## src/rtl/keypad_scanner_if.sv

```systemverilog
// Keypad scanner signal bundle: row drive and column sense toward the matrix,
// accepted key code / valid pulse / held flag toward the value register.
interface keypad_scanner_if;
    logic [3:0] col_n;
    logic [3:0] row_n;
    logic [3:0] key_code;
    logic       key_valid;
    logic       key_held;

    modport master (
        input  col_n,
        output row_n,
        output key_code,
        output key_valid,
        output key_held
    );

    modport slave (
        output col_n,
        input  row_n,
        input  key_code,
        input  key_valid,
        input  key_held
    );
endinterface

```

## src/rtl/keypad_scanner.sv

```systemverilog
// 4x4 matrix keypad scanner with whole-scan debounce.
// Drives one row low at a time, samples the active-low columns at the end of
// each row dwell, evaluates a 16-bit snapshot once per full scan, and reports
// a debounced single key as {row, col} with a one-cycle valid pulse.
// Optional auto-repeat while a key is held: define KEYPAD_REPEAT_EN.
module keypad_scanner #(
    parameter int unsigned SCAN_DIV           = 2080,
    parameter int unsigned DEBOUNCE_SCANS     = 5,
    parameter int unsigned REPEAT_DELAY_SCANS = 125,
    parameter int unsigned REPEAT_RATE_SCANS  = 25
) (
    input logic               clk_i,
    input logic               reset,
    keypad_scanner_if.master  kp
);

    localparam int unsigned DW = $clog2(SCAN_DIV);
    localparam int unsigned CW = $clog2(DEBOUNCE_SCANS + 2);

    if (SCAN_DIV < 2 || DEBOUNCE_SCANS < 1 ||
        REPEAT_DELAY_SCANS < 1 || REPEAT_RATE_SCANS < 1) begin : g_param_check
        $error("keypad_scanner: parameter out of range");
    end

    typedef enum logic [1:0] {IDLE, PRESS_DB, HELD, REL_DB} state_t;

    logic [DW-1:0] dwell;
    logic [1:0]    row;
    logic [3:0]    row_n;
    logic [15:0]   snap;
    logic [15:0]   snap_next;
    logic          sample;
    logic          eval;
    logic          cand_valid;
    logic [3:0]    cand_code;

    state_t        state;
    logic [3:0]    pend;
    logic [CW-1:0] count;
    logic [CW-1:0] count_inc;
    logic [3:0]    key_code;
    logic          key_valid;
    logic          key_held;

`ifdef KEYPAD_REPEAT_EN
    localparam int unsigned REP_MAX = (REPEAT_DELAY_SCANS > REPEAT_RATE_SCANS) ?
                                      REPEAT_DELAY_SCANS : REPEAT_RATE_SCANS;
    localparam int unsigned RW = $clog2(REP_MAX + 1);
    // Scans remaining until the next repeat pulse.
    logic [RW-1:0] rep_cnt;
`endif

    assign sample    = (dwell == DW'(SCAN_DIV - 1));
    assign eval      = sample && (row == 2'd3);
    assign count_inc = count + CW'(1);

    assign kp.row_n     = row_n;
    assign kp.key_code  = key_code;
    assign kp.key_valid = key_valid;
    assign kp.key_held  = key_held;

    // Snapshot including the row being sampled this cycle, plus single-key decode.
    always_comb begin
        snap_next = snap;
        if (sample) begin
            snap_next[{row, 2'b00} +: 4] = ~kp.col_n;
        end
        cand_valid = (snap_next != '0) && ((snap_next & (snap_next - 16'd1)) == '0);
        cand_code  = '0;
        for (int unsigned i = 0; i < 16; i++) begin
            if (snap_next[i]) begin
                cand_code = 4'(i);
            end
        end
    end

    // Row dwell timing, row rotation and column snapshot capture.
    always_ff @(posedge clk_i) begin
        if (reset) begin
            dwell <= '0;
            row   <= '0;
            row_n <= 4'b1110;
            snap  <= '0;
        end else begin
            snap <= snap_next;
            if (sample) begin
                dwell <= '0;
                row   <= row + 2'd1;
                row_n <= {row_n[2:0], row_n[3]};
            end else begin
                dwell <= dwell + DW'(1);
            end
        end
    end

    // Debounce FSM, stepped once per full scan; outputs registered here.
    always_ff @(posedge clk_i) begin
        if (reset) begin
            state     <= IDLE;
            pend      <= '0;
            count     <= '0;
            key_code  <= '0;
            key_valid <= 1'b0;
            key_held  <= 1'b0;
`ifdef KEYPAD_REPEAT_EN
            rep_cnt   <= '0;
`endif
        end else begin
            key_valid <= 1'b0;
            if (eval) begin
                case (state)
                    IDLE: begin
                        if (cand_valid) begin
                            pend <= cand_code;
                            if (DEBOUNCE_SCANS == 1) begin
                                key_code  <= cand_code;
                                key_held  <= 1'b1;
                                key_valid <= 1'b1;
                                count     <= '0;
                                state     <= HELD;
`ifdef KEYPAD_REPEAT_EN
                                rep_cnt   <= RW'(REPEAT_DELAY_SCANS);
`endif
                            end else begin
                                count <= CW'(1);
                                state <= PRESS_DB;
                            end
                        end
                    end
                    PRESS_DB: begin
                        if (!cand_valid) begin
                            count <= '0;
                            state <= IDLE;
                        end else if (cand_code != pend) begin
                            pend  <= cand_code;
                            count <= CW'(1);
                        end else if (count_inc >= CW'(DEBOUNCE_SCANS)) begin
                            key_code  <= pend;
                            key_held  <= 1'b1;
                            key_valid <= 1'b1;
                            count     <= '0;
                            state     <= HELD;
`ifdef KEYPAD_REPEAT_EN
                            rep_cnt   <= RW'(REPEAT_DELAY_SCANS);
`endif
                        end else begin
                            count <= count_inc;
                        end
                    end
                    HELD: begin
                        if (!(cand_valid && cand_code == key_code)) begin
                            count <= CW'(1);
                            state <= REL_DB;
                        end
`ifdef KEYPAD_REPEAT_EN
                        else if (rep_cnt == RW'(1)) begin
                            key_valid <= 1'b1;
                            rep_cnt   <= RW'(REPEAT_RATE_SCANS);
                        end else begin
                            rep_cnt <= rep_cnt - RW'(1);
                        end
`endif
                    end
                    REL_DB: begin
                        if (cand_valid && cand_code == key_code) begin
                            count <= '0;
                            state <= HELD;
                        end else if (count_inc >= CW'(DEBOUNCE_SCANS)) begin
                            key_held <= 1'b0;
                            count    <= '0;
                            state    <= IDLE;
`ifdef KEYPAD_REPEAT_EN
                            rep_cnt  <= '0;
`endif
                        end else begin
                            count <= count_inc;
                        end
                    end
                    default: state <= IDLE;
                endcase
            end
        end
    end

endmodule

```

## src/flat_wrapper.sv

```systemverilog
// flat-port wrapper written by rule: the top's interface ports become plain ports
module keypad_scanner_flat 
#(
    parameter int unsigned SCAN_DIV           = 2080,
    parameter int unsigned DEBOUNCE_SCANS     = 5,
    parameter int unsigned REPEAT_DELAY_SCANS = 125,
    parameter int unsigned REPEAT_RATE_SCANS  = 25
)
  (clk_i, reset, kp_col_n, kp_row_n, kp_key_code, kp_key_valid, kp_key_held);
  keypad_scanner_if kp_i ();
  input logic clk_i;
  input logic reset;
  input wire logic [$bits(kp_i.col_n)-1:0] kp_col_n;
  output wire logic [$bits(kp_i.row_n)-1:0] kp_row_n;
  output wire logic [$bits(kp_i.key_code)-1:0] kp_key_code;
  output wire logic [$bits(kp_i.key_valid)-1:0] kp_key_valid;
  output wire logic [$bits(kp_i.key_held)-1:0] kp_key_held;
  assign kp_i.col_n = kp_col_n;
  assign kp_row_n = kp_i.row_n;
  assign kp_key_code = kp_i.key_code;
  assign kp_key_valid = kp_i.key_valid;
  assign kp_key_held = kp_i.key_held;
  keypad_scanner #(.SCAN_DIV(SCAN_DIV), .DEBOUNCE_SCANS(DEBOUNCE_SCANS), .REPEAT_DELAY_SCANS(REPEAT_DELAY_SCANS), .REPEAT_RATE_SCANS(REPEAT_RATE_SCANS)) u_core (.clk_i(clk_i), .reset(reset), .kp(kp_i));
endmodule
```

## config.mk

```make
export PLATFORM = sky130hd
export DESIGN_NAME = keypad_scanner_flat
export DESIGN_NICKNAME = d
export VERILOG_FILES = /design/src/rtl/keypad_scanner_if.sv /design/src/rtl/keypad_scanner.sv /design/src/flat_wrapper.sv
export SDC_FILE = /design/constraint.sdc
export NUM_CORES = 1
export LEC_CHECK = 0
export ABC_CLOCK_PERIOD_IN_PS = 6600
export BUFFER_PORTS_ARGS = -buffer_cell sky130_fd_sc_hd__clkbuf_2
export CAP_MARGIN = 20
export CORE_MARGIN = 1.5
export CORE_UTILIZATION = 66
export CTS_BUF_LIST = sky130_fd_sc_hd__clkbuf_8
export CTS_CLUSTER_DIAMETER = 150
export DETAILED_ROUTE_END_ITERATION = 12
export PLACE_DENSITY = 0.85
export SETUP_SLACK_MARGIN = 0.4
export SYNTH_ARGS = -nofsm -noshare
export SYNTH_HDL_FRONTEND = slang
export SYNTH_SLANG_ARGS = --single-unit
```

## constraint.sdc

```tcl
create_clock -name clk_i -period 6.6 [get_ports clk_i]
set_input_delay 1.32 -clock clk_i [delete_from_list [all_inputs] [get_ports clk_i]]
set_output_delay 1.32 -clock clk_i [all_outputs]
set_load 0.02 [all_outputs]
```

==> metrics.yaml, run 1 <==
detailed_routing:
  wl_um: 7810
  post_drt_wl_per_cell_um: 17.2
  detail-route-antenna-nets: 0
  vias: 3037
  via_per_inst: 6.70
  first_pass_iters: 5
  drc: 0
  initialDrtViolationCount: 290
yosys:
  synth_seq_cells: 49
  syn_area_per_cell_um2: 8.16
  synth.yosys.warnings: 0
  synth_area_um2: 3210
  netlist_top_cells_area: "dfxtp_1 31%, nor2_1 6.2%, mux2i_1 5.3%"
  ys_seq_area_frac: 0.305
  synth_top_cell_by_area: "dfxtp_1"
  synth_cell_types: 78
  ys_top_cells_by_count: "53 x nor2_1, 49 x dfxtp_1, 30 x nand2_1"
  netlist.area_leader.share: 0.305
  async_flop_share: 0
  synth_fp_nets: 407
  ys.flop_type: "dfxtp_1"
  synth_most_common_cell: "nor2_1"
  synthCells: 394
  synth-edff-count: 0
power:
  p_leak_nw: 1.30
  total_power_uw: 533
  ir_drop_uv: 121
  p_per_area_nw_per_um2: 157
timing:
  setup_viol: 0
  max_freq_mhz: 230
  maxSlewHeadroom: 0.471
  hold_viol_final: 0
  final-max-slew-violation-count: 0
  min_period_ps: 4340
  fin_crit_sh: 0.657
  tightest_slew_ps: 789
  grt_setup_unrepaired: "no"
  skew_ps: 5.64
  fin_ws_ps: 2260
  setup_tns_ps: 0
clocking:
  clockRootBuffer: "clkbuf_8"
  clk_pin_slew_worst_paths_ps: 90
  clock_latency_ps: 310
  cts_tree: "built"
  ctsResizeCount: 0
  cts_made_buffers: 5
  cts_max_path_buffers: 2
  htreeDepth: 2
  holdBufCountCts: 0
  clock-sinks: 49
  post-cts-setup-buffers: 0
worst_setup_path:
  critPathRequiredTime_ps: 6820
  cp-start-kind: "register"
  path_class: "reg -> reg"
  end_kind: "register"
  crit_arrival_ps: 4560
  crit_fanout: 15
grt:
  grt_pass1_vias: 2715
  antenna_found_initial: 0
  grt_overflow: 0
  grt_max_degree: 33
  grt_pass1_wl_um: 13100
  grt_use_total: 0.314
floorplanning:
  die_x_um: 72.8
  io_pins: 16
  rows: 25
  die_height_um: 72.8
  core_um2: 4690
  dieArea_um2: 5300
  start_util: 0.685
status:
  outcome: "finished clean"
final_layout:
  fin_nets: 412
  syn_to_final_growth_pct: 5.45
  nFillCells: 387
  fin_area_um2: 3390
  diodes: 0
  drive_gt1_frac: 0.113
  final_cells: 453
placement:
  place_area_um2: 3280
  pre_cts_slack_ps: 2310
  portBuffers: 15
  place_congestion: 0.957
  place.detailed.hpwl_um: 5700
  dp_cells: 446
hold_path:
  min_path_type: "reg -> reg"
job:
  drv_cap: 0
## power by group
| part | internal (mW) | total, mW | switching, mW | leakage [nW] |
|---|---|---|---|---|
| clock network | 0.112 | 0.217 | 0.105 | 0.0546 |
| registers | 0.297 | 0.299 | 0.00169 | 0.395 |
| logic | 0.00419 | 0.0174 | 0.0132 | 0.851 |
| total | 0.413 | 0.533 | 0.120 | 1.30 |
## path summary, 6_finish.rpt
path | to | slack (ps) | depth (start not counted) | start
setup / recovery | u_core.count[1] | 2260 | 11 | u_core.dwell[0]
hold / removal | u_core.kp.key_held | 470 | 2 | u_core.kp.key_held
setup reg to reg | u_core.count[1] | 2260 | 11 | u_core.dwell[0]
hold reg to reg | u_core.kp.key_held | 470 | 2 | u_core.kp.key_held
## registers in the layout (all words and copies together), names as in the netlist
signal / flops
u_core.kp.key_code: 4
u_core.state: 2
u_core.count: 3
u_core.kp.row_n: 4
u_core.kp.key_valid: 1
u_core.kp.key_held: 1
u_core.snap: 16
u_core.row: 2
u_core.dwell: 12
u_core.pend: 4
## kinds of logic after synthesis
| kind of cell | after synthesis | synth area share |
|---|---|---|
| AOI/OAI and AO/OA | 102 | 0.225 |
| xor gates and xnor gates | 12 | 0.0327 |
| adders and majority gates | 7 | 0.0273 |
| buffers and inverters | 30 | 0.0385 |
| DFF | 49 | 0.305 |
| muxes | 19 | 0.0611 |
| and+or+nand+nor | 175 | 0.310 |
## area by class of cell
class / instances / area (µm²) / share of cell area
clock buffers: 5 / 68.8 / 0.0203
clock inverters: 2 / 38.8 / 0.0114
inverters: 13 / 48.8 / 0.0144
multi-input cells: 315 / 2110 / 0.622
flip-flops and latches: 49 / 981 / 0.290
well taps: 54 / 67.6 / 0.0199
repair buffers: 15 / 75.1 / 0.0222
## through the flow
stage               utilization  hold WS (ps)
floorplan                     -           430
global placement          0.699           444
detailed placement        0.699           457
CTS                       0.722           472
global route              0.722           495
finish                    0.722           465
## worst max-delay path: stages (launching register included)
cell      delay (ps)
dfxtp_1          380
ha_1             250
and4_1           580
and4_1           710
mux2i_1          240
a211oi_1         670
o31ai_1          150
a311oi_1         300
o41a_1           310
a21o_1           130
or4b_1           440
o31ai_1           80
## metal layers
layer / vias up / track usage / share of wire
li1: 1481 / - / -
met1: 1429 / 0.434 / 0.46
met2: 114 / 0.496 / 0.46
met3: 13 / 0.0622 / 0.060
met4: 0 / 0.0943 / 0.017
met5: - / 0 / 0
## placed cells by master, fill, tap and decap left out, types with 10 or more instances in the layout
master,Yosys,layout
a211oi_1,10,10
a21oi_1,20,20
clkbuf_2,0,15
dfxtp_1,49,49
inv_1,12,12
mux2i_1,17,17
nand2_1,30,30
nand3_1,14,14
nor2_1,53,53
nor3_1,10,10
(Power assumes the default switching activity.)
==> inputs of run 2 (changes only) <==
--- a/config.mk
+++ b/config.mk
@@ -5,15 +5,15 @@
 export SDC_FILE = /design/constraint.sdc
 export NUM_CORES = 1
 export LEC_CHECK = 0
-export ABC_CLOCK_PERIOD_IN_PS = 6600
+export ABC_CLOCK_PERIOD_IN_PS = 4360
 export BUFFER_PORTS_ARGS = -buffer_cell sky130_fd_sc_hd__clkbuf_2
 export CAP_MARGIN = 20
 export CORE_MARGIN = 1.5
-export CORE_UTILIZATION = 66
+export CORE_UTILIZATION = 64
 export CTS_BUF_LIST = sky130_fd_sc_hd__clkbuf_8
 export CTS_CLUSTER_DIAMETER = 150
 export DETAILED_ROUTE_END_ITERATION = 12
-export PLACE_DENSITY = 0.85
+export PLACE_DENSITY = 0.83
 export SETUP_SLACK_MARGIN = 0.4
 export SYNTH_ARGS = -nofsm -noshare
 export SYNTH_HDL_FRONTEND = slang
==> constraint.sdc (replaced) <==
create_clock -name clk_i -period 4.36 [get_ports clk_i]
set_input_delay 0.872 -clock clk_i [delete_from_list [all_inputs] [get_ports clk_i]]
set_output_delay 0.872 -clock clk_i [all_outputs]
set_load 0.02 [all_outputs]
==> run 2 against run 1 <==
Worst hold slack better by 22 ps; total power is 54% higher; register-to-register slack worse by 1700 ps; cell count is 5.5% higher; global-route usage is 0.82 points lower; critical path type unchanged; worst setup slack worse by 1700 ps.
==> metrics.yaml, run 2 (synthesis results as in run 1) <==
placement:
  pre_cts_slack_ps: 330
  place_area_um2: 3340
  portBuffers: 15
  place.detailed.hpwl_um: 5650
  place_congestion: 0.899
floorplanning:
  rows: 25
  die_x_um: 73.9
  start_util: 0.671
  dieArea_um2: 5450
  die_height_um: 73.9
  core_um2: 4790
  io_pins: 16
power:
  combPwrFrac: 0.035
  p_per_area_nw_per_um2: 231
  clkPwrFrac: 0.414
  power_switching_uw: 188
  sequentialPowerShare: 0.551
  swShare: 0.230
  ir_drop_uv: 156
  p_leak_nw: 1.37
  internal_power_uw: 631
detailed_routing:
  first_pass_iters: 5
  detail-route-antenna-nets: 0
  vias: 3124
  drc: 0
  wl_um: 8070
  post_drt_wl_per_cell_um: 16.9
  via_per_inst: 6.54
  initialDrtViolationCount: 330
timing:
  fin_ws_ps: 557
  setup_viol: 0
  tightest_slew_ps: 729
  final-max-slew-violation-count: 0
  maxSlewHeadroom: 0.514
  fin_crit_sh: 0.872
  setup_tns_ps: 0
  skew_ps: 12.2
  max_freq_mhz: 263
  min_period_ps: 3800
  hold_slack_ps: 487
  hold_viol_final: 0
  grt_setup_unrepaired: "no"
clocking:
  clk_pin_slew_worst_paths_ps: 90
  clock-sinks: 49
  clockRootBuffer: "clkbuf_8"
  cts_tree: "built"
  clock_latency_ps: 320
  cts_made_buffers: 5
  cts_max_path_buffers: 2
  htreeDepth: 2
status:
  outcome: "finished clean"
hold_path:
  min_path_type: "reg -> reg"
worst_setup_path:
  path_class: "reg -> reg"
  cp-start-kind: "register"
  crit_arrival_ps: 3980
  critPathRequiredTime_ps: 4540
  crit_fanout: 10
  end_kind: "register"
final_layout:
  diodes: 0
  multi_input_area_um2: 2160
  final_common_cell: "nor2_1"
  syn_to_final_growth_pct: 10.5
  largest-register: "u_core.snap"
  regArea_um2: 985
  drive_gt1_frac: 0.161
  fin_area_um2: 3550
  nFillCells: 375
  top_regs: "u_core.snap: 16 flops, u_core.dwell: 12 flops"
  largest_reg_flops: 16
  fin_nets: 423
  most-common-layout-cells: "53 x nor2_1, 48 x dfxtp_1, 30 x nand2_1"
grt:
  grt_pass1_vias: 2760
  antenna_found_initial: 0
  grt_max_degree: 33
  grt_pass1_wl_um: 13000
  grt_overflow: 0
  grt_use_total: 0.306
job:
  drv_cap: 0
run 2: area by class of cell:
class,count,area share
Tap cell,67,0.0236
Inverter,13,0.0137
Multi-Input combinational cell,315,0.607
Sequential cell,49,0.277
Clock inverter,3,0.0141
Timing Repair Buffer,26,0.0444
Clock buffer,5,0.0194
run 2: stage by stage:
step,power (mW),util,instances
2_1_floorplan,0.480,-,394
3_3_place_gp,0.488,0.698,465
3_5_place_dp,0.489,0.698,465
4_1_cts,0.822,0.725,473
5_1_grt,0.844,0.742,478
6_report,0.819,0.742,478
run 2: worst paths after layout:
check / slack (ps) / from / cells after the start / to
min reg2reg: 490 / u_core.dwell[0] / 1 / u_core.dwell[0]
max: 560 / u_core.row[0] / 12 / u_core.pend[0]
max reg2reg: 560 / u_core.row[0] / 12 / u_core.pend[0]
min: 490 / u_core.dwell[0] / 1 / u_core.dwell[0]
run 2: per-layer routing:
metal	global-route usage	part of all wire	up-vias	wire (µm)
met5	0	0	-	0
met4	0.109	0.027	0	217
met3	0.0576	0.081	28	657
met2	0.484	0.44	159	3570
met1	0.415	0.45	1436	3630
li1	-	-	1501	-
run 2: worst max-delay path, cell delays in order, from the launching register on:
cell and delay (ps):
dfxtp_4 430, inv_1 80, ha_1 400, or3b_4 500
nor2_1 210, a21oi_2 150, a211oi_1 240, a41oi_1 140
or4b_4 570, or2_4 280, a211o_1 370, a211oi_1 260
nor3_2 60
run 2: power by group through the flow:
stage	clock network (mW)	logic, mW	registers [mW]
detailed placement	0	0.0266	0.462
CTS	0.343	0.0270	0.452
global placement	0	0.0261	0.462
finish	0.340	0.0285	0.451
floorplan	0	0.0178	0.462
global route	0.362	0.0301	0.452
run 2: what timing repair did:
item / in CTS / in global routing
pin swaps: 0 / 3
endpoints found under the hold margin: 0 / 0
setup endpoints to repair: 5 / 12
resized for setup: 4 / 10
buffers inserted: 0 / 5
hold buffers: 0 / 0
==> inputs of run 3 (changes only) <==
--- a/config.mk
+++ b/config.mk
@@ -8,7 +8,6 @@
 export ABC_CLOCK_PERIOD_IN_PS = 4360
 export BUFFER_PORTS_ARGS = -buffer_cell sky130_fd_sc_hd__clkbuf_2
 export CAP_MARGIN = 20
-export CORE_MARGIN = 1.5
 export CORE_UTILIZATION = 64
 export CTS_BUF_LIST = sky130_fd_sc_hd__clkbuf_8
 export CTS_CLUSTER_DIAMETER = 150
==> run 3 against run 2 <==
Die area is 2.7% lower; combinational power is 5% lower; design area is 0.95% lower.
==> metrics.yaml, run 3 (synthesis results as in run 1) <==
final_layout:
  most-common-layout-cells: "53 x nor2_1, 48 x dfxtp_1, 30 x nand2_1"
  largest_reg_flops: 16
  nFillCells: 366
  largest-register: "u_core.snap"
  fin_nets: 421
  multi_input_area_um2: 2150
  drive_gt1_frac: 0.159
  regArea_um2: 985
  top_regs: "u_core.snap: 16 flops, u_core.dwell: 12 flops"
  final_common_cell: "nor2_1"
  syn_to_final_growth_pct: 9.42
  diodes: 0
floorplanning:
  core_um2: 4790
  dieArea_um2: 5310
  die_x_um: 72.9
  start_util: 0.671
  rows: 25
  die_height_um: 72.9
  io_pins: 16
detailed_routing:
  vias: 3108
  detail-route-antenna-nets: 0
  wl_um: 7830
  initialDrtViolationCount: 259
  post_drt_wl_per_cell_um: 16.4
  via_per_inst: 6.53
  drc: 0
  first_pass_iters: 5
clocking:
  holdBufCountCts: 0
  cts_tree: "built"
  htreeDepth: 2
  clock_latency_ps: 310
  cts_max_path_buffers: 2
  cts_made_buffers: 5
  clk_pin_slew_worst_paths_ps: 90
  clockRootBuffer: "clkbuf_8"
  clock-sinks: 49
timing:
  maxSlewHeadroom: 0.545
  hold_viol_final: 0
  fin_crit_sh: 0.863
  fin_ws_ps: 597
  min_period_ps: 3760
  skew_ps: 12.8
  setup_viol: 0
  grt_setup_unrepaired: "no"
  tightest_slew_ps: 683
  max_freq_mhz: 266
  final-max-slew-violation-count: 0
  setup_tns_ps: 0
worst_setup_path:
  cp-start-kind: "register"
  slowest_stage: "nor4_4"
  critPathRequiredTime_ps: 4560
  crit_fanout: 10
  crit_chain: "nor4_4 -> and4_2 -> mux2i_1 -> a41o_1 -> o221ai_1 -> or4b_4 -> o41a_1 -> nand2b_4 -> o21a_1 -> o221a_1"
  crit_arrival_ps: 3960
  slowest_delay_ps: 580
  regToRegSetupSlack_ps: 600
  end_kind: "register"
  path_class: "reg -> reg"
power:
  power_switching_uw: 175
  sequentialPowerShare: 0.595
  swShare: 0.230
  internal_power_uw: 584
  total_power_uw: 759
  clkPwrFrac: 0.369
  p_per_area_nw_per_um2: 216
  p_leak_nw: 1.36
  combPwrFrac: 0.036
  ir_drop_uv: 208
grt:
  grt_pass1_vias: 2762
  grt_overflow: 0
  grt_use_total: 0.307
  grt_max_degree: 33
  antenna_found_initial: 0
  grt_pass1_wl_um: 12700
hold_path:
  min_path_type: "reg -> reg"
placement:
  portBuffers: 15
  pre_cts_slack_ps: 392
  place_congestion: 0.950
  place.detailed.hpwl_um: 5550
job:
  drv_cap: 0
status:
  outcome: "finished clean"
## run 3: cell count changes in the layout (fill, tap and decap cells not counted), sizes merged
| cell | previous run | this run |
|---|---|---|
| clkinv | 2 | 3 |
| inv | 13 | 12 |
| bufinv | 1 | 0 |
| buf | 11 | 9 |
| clkbuf | 20 | 21 |
## run 3: repair_timing
action | in CTS | in global routing
setup buffers | 0 | 2
pin swaps | 0 | 2
resized for setup | 3 | 10
endpoints found under the setup margin | 2 | 13
## run 3: metal layers
metal	wire length [µm]	up-vias	GRT usage
met5	0	-	0
li1	-	1497	-
met4	204	0	0.118
met2	3520	148	0.491
met1	3500	1437	0.403
met3	599	26	0.0691
## run 3: power groups by stage
stage | clock, mW | combinational [mW] | sequential [mW]
after floorplan | 0 | 0.0178 | 0.462
after global placement | 0 | 0.0258 | 0.462
after detailed placement | 0 | 0.0258 | 0.462
after CTS | 0.286 | 0.0260 | 0.452
after global routing | 0.307 | 0.0292 | 0.452
final | 0.280 | 0.0272 | 0.451
## run 3: final cells by class
type	instances	area share
clock buffer	6	0.0235
clock inverter	2	0.00391
inverter	13	0.0139
multi-input combinational	315	0.611
sequential	49	0.280
tap	67	0.0238
timing repair buffer	24	0.0441
## run 3: per-stage QoR
step | cell area (µm²) | hold slack, ps | cells | utilization
final | 3520 | 462 | 476 | 0.735
after CTS | 3450 | 472 | 474 | 0.722
after detailed placement | 3350 | 458 | 466 | 0.700
after floorplan | 3210 | 430 | 394 | -
after global routing | 3520 | 497 | 476 | 0.735
after global placement | 3350 | 444 | 466 | 0.700
## run 3: final timing paths
path,to,start,cells past startpoint
setup / recovery,u_core.state[0],u_core.dwell[7],10
hold / removal,u_core.kp.key_held,u_core.kp.key_held,2
setup reg to reg,u_core.state[0],u_core.dwell[7],10
hold reg to reg,u_core.kp.key_held,u_core.kp.key_held,2
## run 3: worst max-delay path: cells and delay by family, from the launching register on
kind	cells	cell delay [ps]
and+or+nand+nor	4	1810
DFF	1	400
AOI/OAI and AO/OA	5	1130
muxes	1	310
